$ cat src/rtl/arbitro_pkg.sv
// Shared definitions for the register arbiter family.
//   WORD_W  : width of the shared hold register word
//   GRANT_W : width of a requester index (supports up to 8 requesters)
//   estado_t: controller states for one register transfer
package arbitro_pkg;

  localparam int WORD_W  = 4;
  localparam int GRANT_W = 3;

  typedef enum logic [1:0] {
    ST_IDLE  = 2'd0,
    ST_LOAD  = 2'd1,
    ST_FIM   = 2'd2,
    ST_CLEAR = 2'd3
  } estado_t;

endpackage

$ cat src/rtl/rr_prioridade.sv
// Combinational round-robin picker.
// Returns the first asserted request at or after the pointer, wrapping
// from N-1 back to 0.
//   req_i   : request vector
//   ptr_i   : highest-priority index for this decision (must be < N)
//   valid_o : at least one request asserted
//   idx_o   : chosen index (0 when valid_o is low)
module rr_prioridade
  import arbitro_pkg::*;
#(
  parameter int N = 4
) (
  input  logic [N-1:0]       req_i,
  input  logic [GRANT_W-1:0] ptr_i,
  output logic               valid_o,
  output logic [GRANT_W-1:0] idx_o
);

  logic [2*N-1:0]   req_dup;
  logic [N-1:0]     req_rot;
  logic [GRANT_W:0] soma;

  // Duplicating the vector and shifting by the pointer rotates it so that
  // bit k of req_rot is requester (ptr + k) mod N.
  assign req_dup = {req_i, req_i};
  assign req_rot = N'(req_dup >> ptr_i);

  // Scan from the farthest offset down so the nearest request is the last
  // one written and therefore wins.
  always_comb begin
    valid_o = 1'b0;
    idx_o   = '0;
    soma    = '0;
    for (int k = N - 1; k >= 0; k--) begin
      if (req_rot[k]) begin
        valid_o = 1'b1;
        soma    = {1'b0, ptr_i} + (GRANT_W + 1)'(k);
        if (soma >= (GRANT_W + 1)'(N)) begin
          soma = soma - (GRANT_W + 1)'(N);
        end
        idx_o = soma[GRANT_W-1:0];
      end
    end
  end

endmodule

$ cat src/rtl/arbitro_registro.sv
// Round-robin arbiter sharing one external 4-bit hold register among N
// requesters. One transfer: grant, drive Hab/In until the register reports
// Fim (or a timeout expires), pulse ack with the read-back word, then wait
// for Fim to fall before the next grant.
// Ports:
//   clk, rst   : clock, synchronous active-high reset
//   req        : per-requester request, held until its ack
//   dado_req   : word of requester i at [4i+3:4i]
//   ack        : one-cycle completion pulse to the granted requester
//   dado_out   : word read back from the register, valid with ack
//   valido     : with ack, transfer completed normally
//   erro       : with ack, transfer timed out
//   ocupado    : controller not idle
//   grant_id   : current/last granted requester
//   reg_in     : register In
//   reg_hab    : register Hab
//   reg_saida  : register Saida
//   reg_fim    : register Fim ("stored and stable")
module arbitro_registro
  import arbitro_pkg::*;
#(
  parameter int N       = 4,
  parameter int TIMEOUT = 8
) (
  input  logic                clk,
  input  logic                rst,
  input  logic [N-1:0]        req,
  input  logic [WORD_W*N-1:0] dado_req,
  output logic [N-1:0]        ack,
  output logic [WORD_W-1:0]   dado_out,
  output logic                valido,
  output logic                erro,
  output logic                ocupado,
  output logic [GRANT_W-1:0]  grant_id,
  output logic [WORD_W-1:0]   reg_in,
  output logic                reg_hab,
  input  logic [WORD_W-1:0]   reg_saida,
  input  logic                reg_fim
);

  localparam int CNT_W = (TIMEOUT > 2) ? $clog2(TIMEOUT) : 2;

  estado_t             state_q, state_d;
  logic [GRANT_W-1:0]  ptr_q, ptr_d;
  logic [GRANT_W-1:0]  grant_q, grant_d;
  logic [WORD_W-1:0]   reg_in_q, reg_in_d;
  logic [WORD_W-1:0]   dado_out_q, dado_out_d;
  logic [CNT_W-1:0]    cnt_q, cnt_d;
  logic                err_q, err_d;

  logic                pick_valid;
  logic [GRANT_W-1:0]  pick_idx;
  logic [WORD_W-1:0]   palavra_sel;

  rr_prioridade #(
    .N (N)
  ) u_rr (
    .req_i   (req),
    .ptr_i   (ptr_q),
    .valid_o (pick_valid),
    .idx_o   (pick_idx)
  );

  // Word of the requester the picker would grant this cycle.
  always_comb begin
    palavra_sel = '0;
    for (int i = 0; i < N; i++) begin
      if (pick_idx == GRANT_W'(i)) begin
        palavra_sel = dado_req[i*WORD_W +: WORD_W];
      end
    end
  end

  always_ff @(posedge clk) begin
    if (rst) begin
      state_q    <= ST_IDLE;
      ptr_q      <= '0;
      grant_q    <= '0;
      reg_in_q   <= '0;
      dado_out_q <= '0;
      cnt_q      <= '0;
      err_q      <= 1'b0;
    end else begin
      state_q    <= state_d;
      ptr_q      <= ptr_d;
      grant_q    <= grant_d;
      reg_in_q   <= reg_in_d;
      dado_out_q <= dado_out_d;
      cnt_q      <= cnt_d;
      err_q      <= err_d;
    end
  end

  always_comb begin
    state_d    = state_q;
    ptr_d      = ptr_q;
    grant_d    = grant_q;
    reg_in_d   = reg_in_q;
    dado_out_d = dado_out_q;
    cnt_d      = cnt_q;
    err_d      = err_q;

    case (state_q)
      ST_IDLE: begin
        // req is only looked at here; once granted, the transfer runs to
        // completion regardless of what the request lines do.
        if (pick_valid) begin
          grant_d  = pick_idx;
          reg_in_d = palavra_sel;
          cnt_d    = '0;
          err_d    = 1'b0;
          state_d  = ST_LOAD;
        end
      end

      ST_LOAD: begin
        // A Fim seen on the last allowed cycle still counts as success.
        if (reg_fim) begin
          dado_out_d = reg_saida;
          state_d    = ST_FIM;
        end else if (cnt_q == CNT_W'(TIMEOUT - 1)) begin
          err_d   = 1'b1;
          state_d = ST_FIM;
        end else begin
          cnt_d = cnt_q + 1'b1;
        end
      end

      ST_FIM: begin
        // The requester just served gets lowest priority next time.
        if (grant_q == GRANT_W'(N - 1)) begin
          ptr_d = '0;
        end else begin
          ptr_d = grant_q + 1'b1;
        end
        state_d = ST_CLEAR;
      end

      ST_CLEAR: begin
        // Fim left high from this transfer would otherwise finish the next
        // LOAD before the register has taken the new word.
        if (!reg_fim) begin
          state_d = ST_IDLE;
        end
      end

      default: begin
        state_d = ST_IDLE;
      end
    endcase
  end

  assign reg_hab  = (state_q == ST_LOAD);
  assign reg_in   = reg_in_q;
  assign grant_id = grant_q;
  assign dado_out = dado_out_q;
  assign ocupado  = (state_q != ST_IDLE);
  assign ack      = (state_q == ST_FIM) ? (N'(1) << grant_q) : '0;
  assign valido   = (state_q == ST_FIM) && !err_q;
  assign erro     = (state_q == ST_FIM) && err_q;

endmodule

$ cat config.mk
export PLATFORM = sky130hd
export DESIGN_NAME = arbitro_registro
export DESIGN_NICKNAME = d
export VERILOG_FILES = /design/src/rtl/arbitro_pkg.sv /design/src/rtl/rr_prioridade.sv /design/src/rtl/arbitro_registro.sv
export SDC_FILE = /design/constraint.sdc
export NUM_CORES = 1
export LEC_CHECK = 0
export CAP_MARGIN = 20
export CORE_UTILIZATION = 47
export CTS_BUF_LIST = sky130_fd_sc_hd__clkbuf_4
export DETAILED_ROUTE_END_ITERATION = 16
export PLACE_DENSITY = 0.91
export SYNTH_ARGS = -nofsm -noshare
export SYNTH_HDL_FRONTEND = slang
export SYNTH_HIERARCHICAL = 1
export SYNTH_SLANG_ARGS = --single-unit
$ cat constraint.sdc
create_clock -name clk -period 3.3 [get_ports clk]
set_input_delay 0.99 -clock clk [delete_from_list [all_inputs] [get_ports clk]]
set_output_delay 0.99 -clock clk [all_outputs]
set_load 0.03 [all_outputs]
==> reports/results.txt, run 1 <==
mean post-synth cell area = 8.48 sq um
die width = 56.1 microns
Worst Path Arrival = 3.26 ns
Post-DRT Antenna Nets = 0
dominant cells by area after synthesis = dfxtp_1, ha_1, mux4_2
Detailed Place HPWL = 2.58 mm
Final Hold Vio Count = 0
RSZ-0062 raised after global routing = no
post-cts resize count = 0
clk sinks = 20
min Tclk post-route = 3.04 ns
cell count after synthesis = 162
Vias = 1386
Synth cell types = 41
Clock Pin Slew Worst Setup and Hold Paths = 0.12 ns
# IOs = 46
CTS tree = built
Crit. End Element = register
PwrDens = 646 mW/mm^2
post-synthesis async set-or-reset flop share = 0
setup violators final = 0
num rows = 19
WL/cell = 14.8 microns
dpl cells = 230
outcome = finished clean
vias in the first global route = 1361
remaining global-route overflow = 0
Post-route DRC = 0
sequential element share of the synthesized area = 0.291
R2R Setup Slk = 0.46 ns
Total Wirelength = 3.47 mm
clock tree buffer depth = 2
Seq cells post-synth = 20
Root Buffer = clkbuf_4
Synth area leader = dfxtp_1
core area = 0.00276 sq mm
Leak = 0.711 nW
fin nets = 242
max capacitance violation total = 0
# diodes = 0
die area = 0.00314 sq mm
pin count of the biggest net entering global routing = 17
critical path data required time = 3.52 ns
CP Max Fanout = 5
initial drt markers = 38
total power = 0.00122 W
worst clock skew = 0.00705 ns
clk_lat worst skew = 0.31 ns
worst hold path class = register to register
most common cell in the synthesized netlist = dfxtp_1
fmax = 329 MHz
CTS buffer count = 3
Least-Margin Pin Slew = 0.566 ns
layout cells sized above 1 = 0.0887
number of buffers inserted by port buffering = 45
H-tree levels = 1
drt pass-1 iters = 4
ys flop type = dfxtp_1
Starting Density = 0.498
relative slew slack = 0.621
die height = 56.1 microns
via/cell ratio = 5.92
fin crit share = 0.921
yosys warns = 6
GPL Wtd Cong = 0.893
Post-CTS Hold Fix Bufs = 0
Setup Fix Bufs, Post-CTS = 0
post-route insts no fill = 234
syn_nets = 200
CP startpoint kind = input port
area delta synth->final = 37.1%
largest vdd supply drop = 0.458 mV
Post-synth top cells = dfxtp_1, a21oi_1, nand2_1
EDFF count, synth = 0
WS Path Type = input port to register
Synth top area share = 0.291
Mapped Area = 0.00137 sq mm
final-report max-slew violation count = 0
Tot GR Track Use = 0.227
antenna violations before repair = 0
first-pass GRT wire length = 5.79 mm
[cells in the final DEF, fill, tap and decap left out, drive strengths merged, types with 4 or more instances in the layout]
cell           instances
clkdlybuf4s50         45
dfxtp                 20
a21oi                 18
nand2                 15
nand3                 14
ha                    11
inv                   10
nand2b                 8
and2                   5
nand3b                 4
mux4                   4
a32o                   4
buf                    4
o21ai                  4
[flip-flops by register name (all words and copies together), names as in the netlist]
name,count
dado_out,4
reg_in,4
cnt_q,3
grant_id,3
ptr_q,3
state_q,2
err_q,1
[path summary, 6_finish.rpt]
check,endpoint,cells past startpoint,from
worst max register to register,reg_in[3],8,ptr_q[0]
worst min-delay path,dado_out[2],2,dado_out[2]
worst min register to register,dado_out[2],2,dado_out[2]
worst max-delay path,reg_in[3],7,req[0]
[through the flow]
step | setup TNS (ns) | instance area [sq um] | utilization | hold WS [ns] | setup WS, ns
final | 0 | 1880 | 0.683 | 0.463 | 0.260
after global routing | 0 | 1880 | 0.683 | 0.500 | 0.112
after CTS | 0 | 1880 | 0.683 | 0.467 | 0.253
after detailed placement | -0.288 | 1830 | 0.664 | 0.450 | -0.0771
after global placement | -0.000142 | 1830 | 0.664 | 0.444 | -0.000142
after floorplan | 0 | 1370 | - | 0.443 | 0.602
[power breakdown]
part           switching [W]  total (W)  leakage [nW]  internal, W
registers          0.0000669   0.000359         0.163     0.000292
clock network      0.0000799   0.000203        0.0279     0.000123
logic               0.000361   0.000654         0.520     0.000293
[critical path, cell delays in order]
cell	delay [ns]
clkdlybuf4s50_1	0.46
nor2b_2	0.20
a311o_1	0.34
a21oi_1	0.15
o31a_1	0.35
mux4_2	0.55
a32o_1	0.22
[cell type report]
class                      count  area, sq um
tap                           31         38.8
timing repair buffer          49          480
fill                         222          875
multi-input combinational    120          873
clock inverter                 1         30.0
sequential                    20          400
inverter                      10         37.5
clock buffer                   3         22.5
[metal layers]
layer  part of all wire  vias to the layer above  global-route usage
met1               0.40                      635               0.266
met3              0.064                       12              0.0233
met2               0.52                       75               0.415
met5                  0                        -                   0
li1                   -                      664                   -
met4              0.019                        0              0.0976
[logic make-up after synthesis]
family / Yosys count / synth area share
simple gates: 61 / 0.244
compound gates: 40 / 0.201
buf+inv: 22 / 0.0729
flops: 20 / 0.291
fa+ha+maj: 11 / 0.100
mux: 7 / 0.0874
other cells: 1 / 0.00273
No activity file was read; power rests on OpenSTA's default activity.
==> inputs of run 2 (changes only) <==
--- a/config.mk
+++ b/config.mk
@@ -9,7 +9,7 @@
 export CORE_UTILIZATION = 47
 export CTS_BUF_LIST = sky130_fd_sc_hd__clkbuf_4
 export DETAILED_ROUTE_END_ITERATION = 16
-export PLACE_DENSITY = 0.91
+export PLACE_DENSITY = 0.86
 export SYNTH_ARGS = -nofsm -noshare
 export SYNTH_HDL_FRONTEND = slang
 export SYNTH_HIERARCHICAL = 1
==> reports/results.txt, run 2 (same netlist as run 1, synthesis figures left out) <==
layout cells sized above 1 = 0.0842
WL/cell = 15.1 microns
reg-to-reg startpoint = ptr_q[0]
outcome = finished clean
R2R Setup Slk = 0.48 ns
fin crit share = 0.926
CP startpoint kind = input port
die width = 56.1 microns
num rows = 19
R2R Path End = reg_in[0]
Leak = 0.696 nW
worst clock skew = 0.0113 ns
Vias = 1369
CP Max Fanout = 5
remaining global-route overflow = 0
largest vdd supply drop = 0.460 mV
pin count of the biggest net entering global routing = 17
CTS buffer count = 3
RSZ-0062 raised after global routing = no
Tot GR Track Use = 0.234
dpl cells = 230
first-pass GRT wire length = 5.81 mm
die area = 0.00314 sq mm
CTS tree = built
commonest cells after routing, fill and taps aside = clkdlybuf4s50_1, dfxtp_1, a21oi_1, nand2_1, nand3_1
Total Wirelength = 3.52 mm
dpl cell area = 0.00183 sq mm
Least-Margin Pin Slew = 0.594 ns
Crit. End Element = register
Post-CTS Hold Fix Bufs = 0
worst hold path class = register to register
Post-DRT Antenna Nets = 0
post-route insts no fill = 233
min Tclk post-route = 3.06 ns
fin nets = 242
Clock Pin Slew Worst Setup and Hold Paths = 0.12 ns
WS Path Type = input port to register
Starting Density = 0.498
relative slew slack = 0.602
drt pass-1 iters = 4
core area = 0.00276 sq mm
Worst Hold End = dado_out[3]
Worst Reg-to-Reg Cells = 8
critical path data required time = 3.51 ns
Root Buffer = clkbuf_4
Worst Path Arrival = 3.26 ns
Worst Hold Path Cells = 2
clock tree buffer depth = 2
setup violators final = 0
GPL Wtd Cong = 0.810
final-report max-slew violation count = 0
Final Hold Vio Count = 0
hold path startpoint = dado_out[3]
Setup Fix Bufs, Post-CTS = 0
setup TNS = 0 ns
Post-route DRC = 0
vias in the first global route = 1339
fmax = 327 MHz
initial drt markers = 53
fin area = 0.00185 sq mm
die height = 56.1 microns
# diodes = 0
# IOs = 46
H-tree levels = 1
clk sinks = 20
clk_lat worst skew = 0.30 ns
post-cts resize count = 0
antenna violations before repair = 0
Detailed Place HPWL = 2.73 mm
commonest non-fill, non-tap cell in the layout = clkdlybuf4s50_1
PwrDens = 608 mW/mm^2
number of buffers inserted by port buffering = 45
via/cell ratio = 5.88
area delta synth->final = 34.9%
max capacitance violation total = 0
run 2: worst max-delay path, stage by stage:
cell and delay [ns]:
clkdlybuf4s50_1 0.46, nor2b_2 0.20, a311o_1 0.34, a21oi_1 0.15, o31a_1 0.35, mux4_2 0.54
a32o_1 0.22
run 2: how the worst max path moves through the flow:
stage           start        end  cells after the start
2_1_floorplan  req[0]  reg_in[0]                      7
3_3_place_gp   req[0]  reg_in[0]                      7
3_5_place_dp   req[0]  reg_in[3]                      7
4_1_cts        req[0]  reg_in[0]                      7
5_1_grt        req[0]  reg_in[0]                      7
6_report       req[0]  reg_in[0]                      7
run 2: cell type report:
class | instances | area, sq um
inverters | 10 | 37.5
repair buffers | 49 | 480
flip-flops and latches | 20 | 400
multi-input cells | 120 | 873
fillers | 254 | 905
well taps | 31 | 38.8
clock buffers | 3 | 22.5
run 2: metrics by stage:
stage | power, W | hold slack, ns | setup WS [ns] | utilization
global route | 0.00121 | 0.503 | 0.142 | 0.672
floorplan | 0.000804 | 0.443 | 0.602 | -
detailed placement | 0.00101 | 0.454 | -0.0709 | 0.664
finish | 0.00113 | 0.467 | 0.244 | 0.672
global placement | 0.000977 | 0.444 | -0.00613 | 0.664
CTS | 0.00112 | 0.469 | 0.250 | 0.672
run 2: power breakdown:
group	internal (W)	total [W]	switching (W)
clock	0.0000425	0.000117	0.0000743
sequential	0.000292	0.000356	0.0000642
combinational	0.000293	0.000654	0.000361
total	0.000628	0.00113	0.000499
run 2: routing by layer:
layer | wire [microns] | track usage | vias to the layer above | share of wire
li1 | - | - | 666 | -
met1 | 1430 | 0.265 | 647 | 0.40
met2 | 1890 | 0.437 | 50 | 0.54
met3 | 155 | 0.0372 | 6 | 0.044
met4 | 48 | 0.0871 | 0 | 0.014
met5 | 0 | 0 | - | 0
==> inputs of run 3 (changes only) <==
--- a/config.mk
+++ b/config.mk
@@ -14,3 +14,4 @@
 export SYNTH_HDL_FRONTEND = slang
 export SYNTH_HIERARCHICAL = 1
 export SYNTH_SLANG_ARGS = --single-unit
+export TNS_END_PERCENT = 100
==> results of run 3 <==
No change in the layout: final DEF, timing and power equal those of run 2.
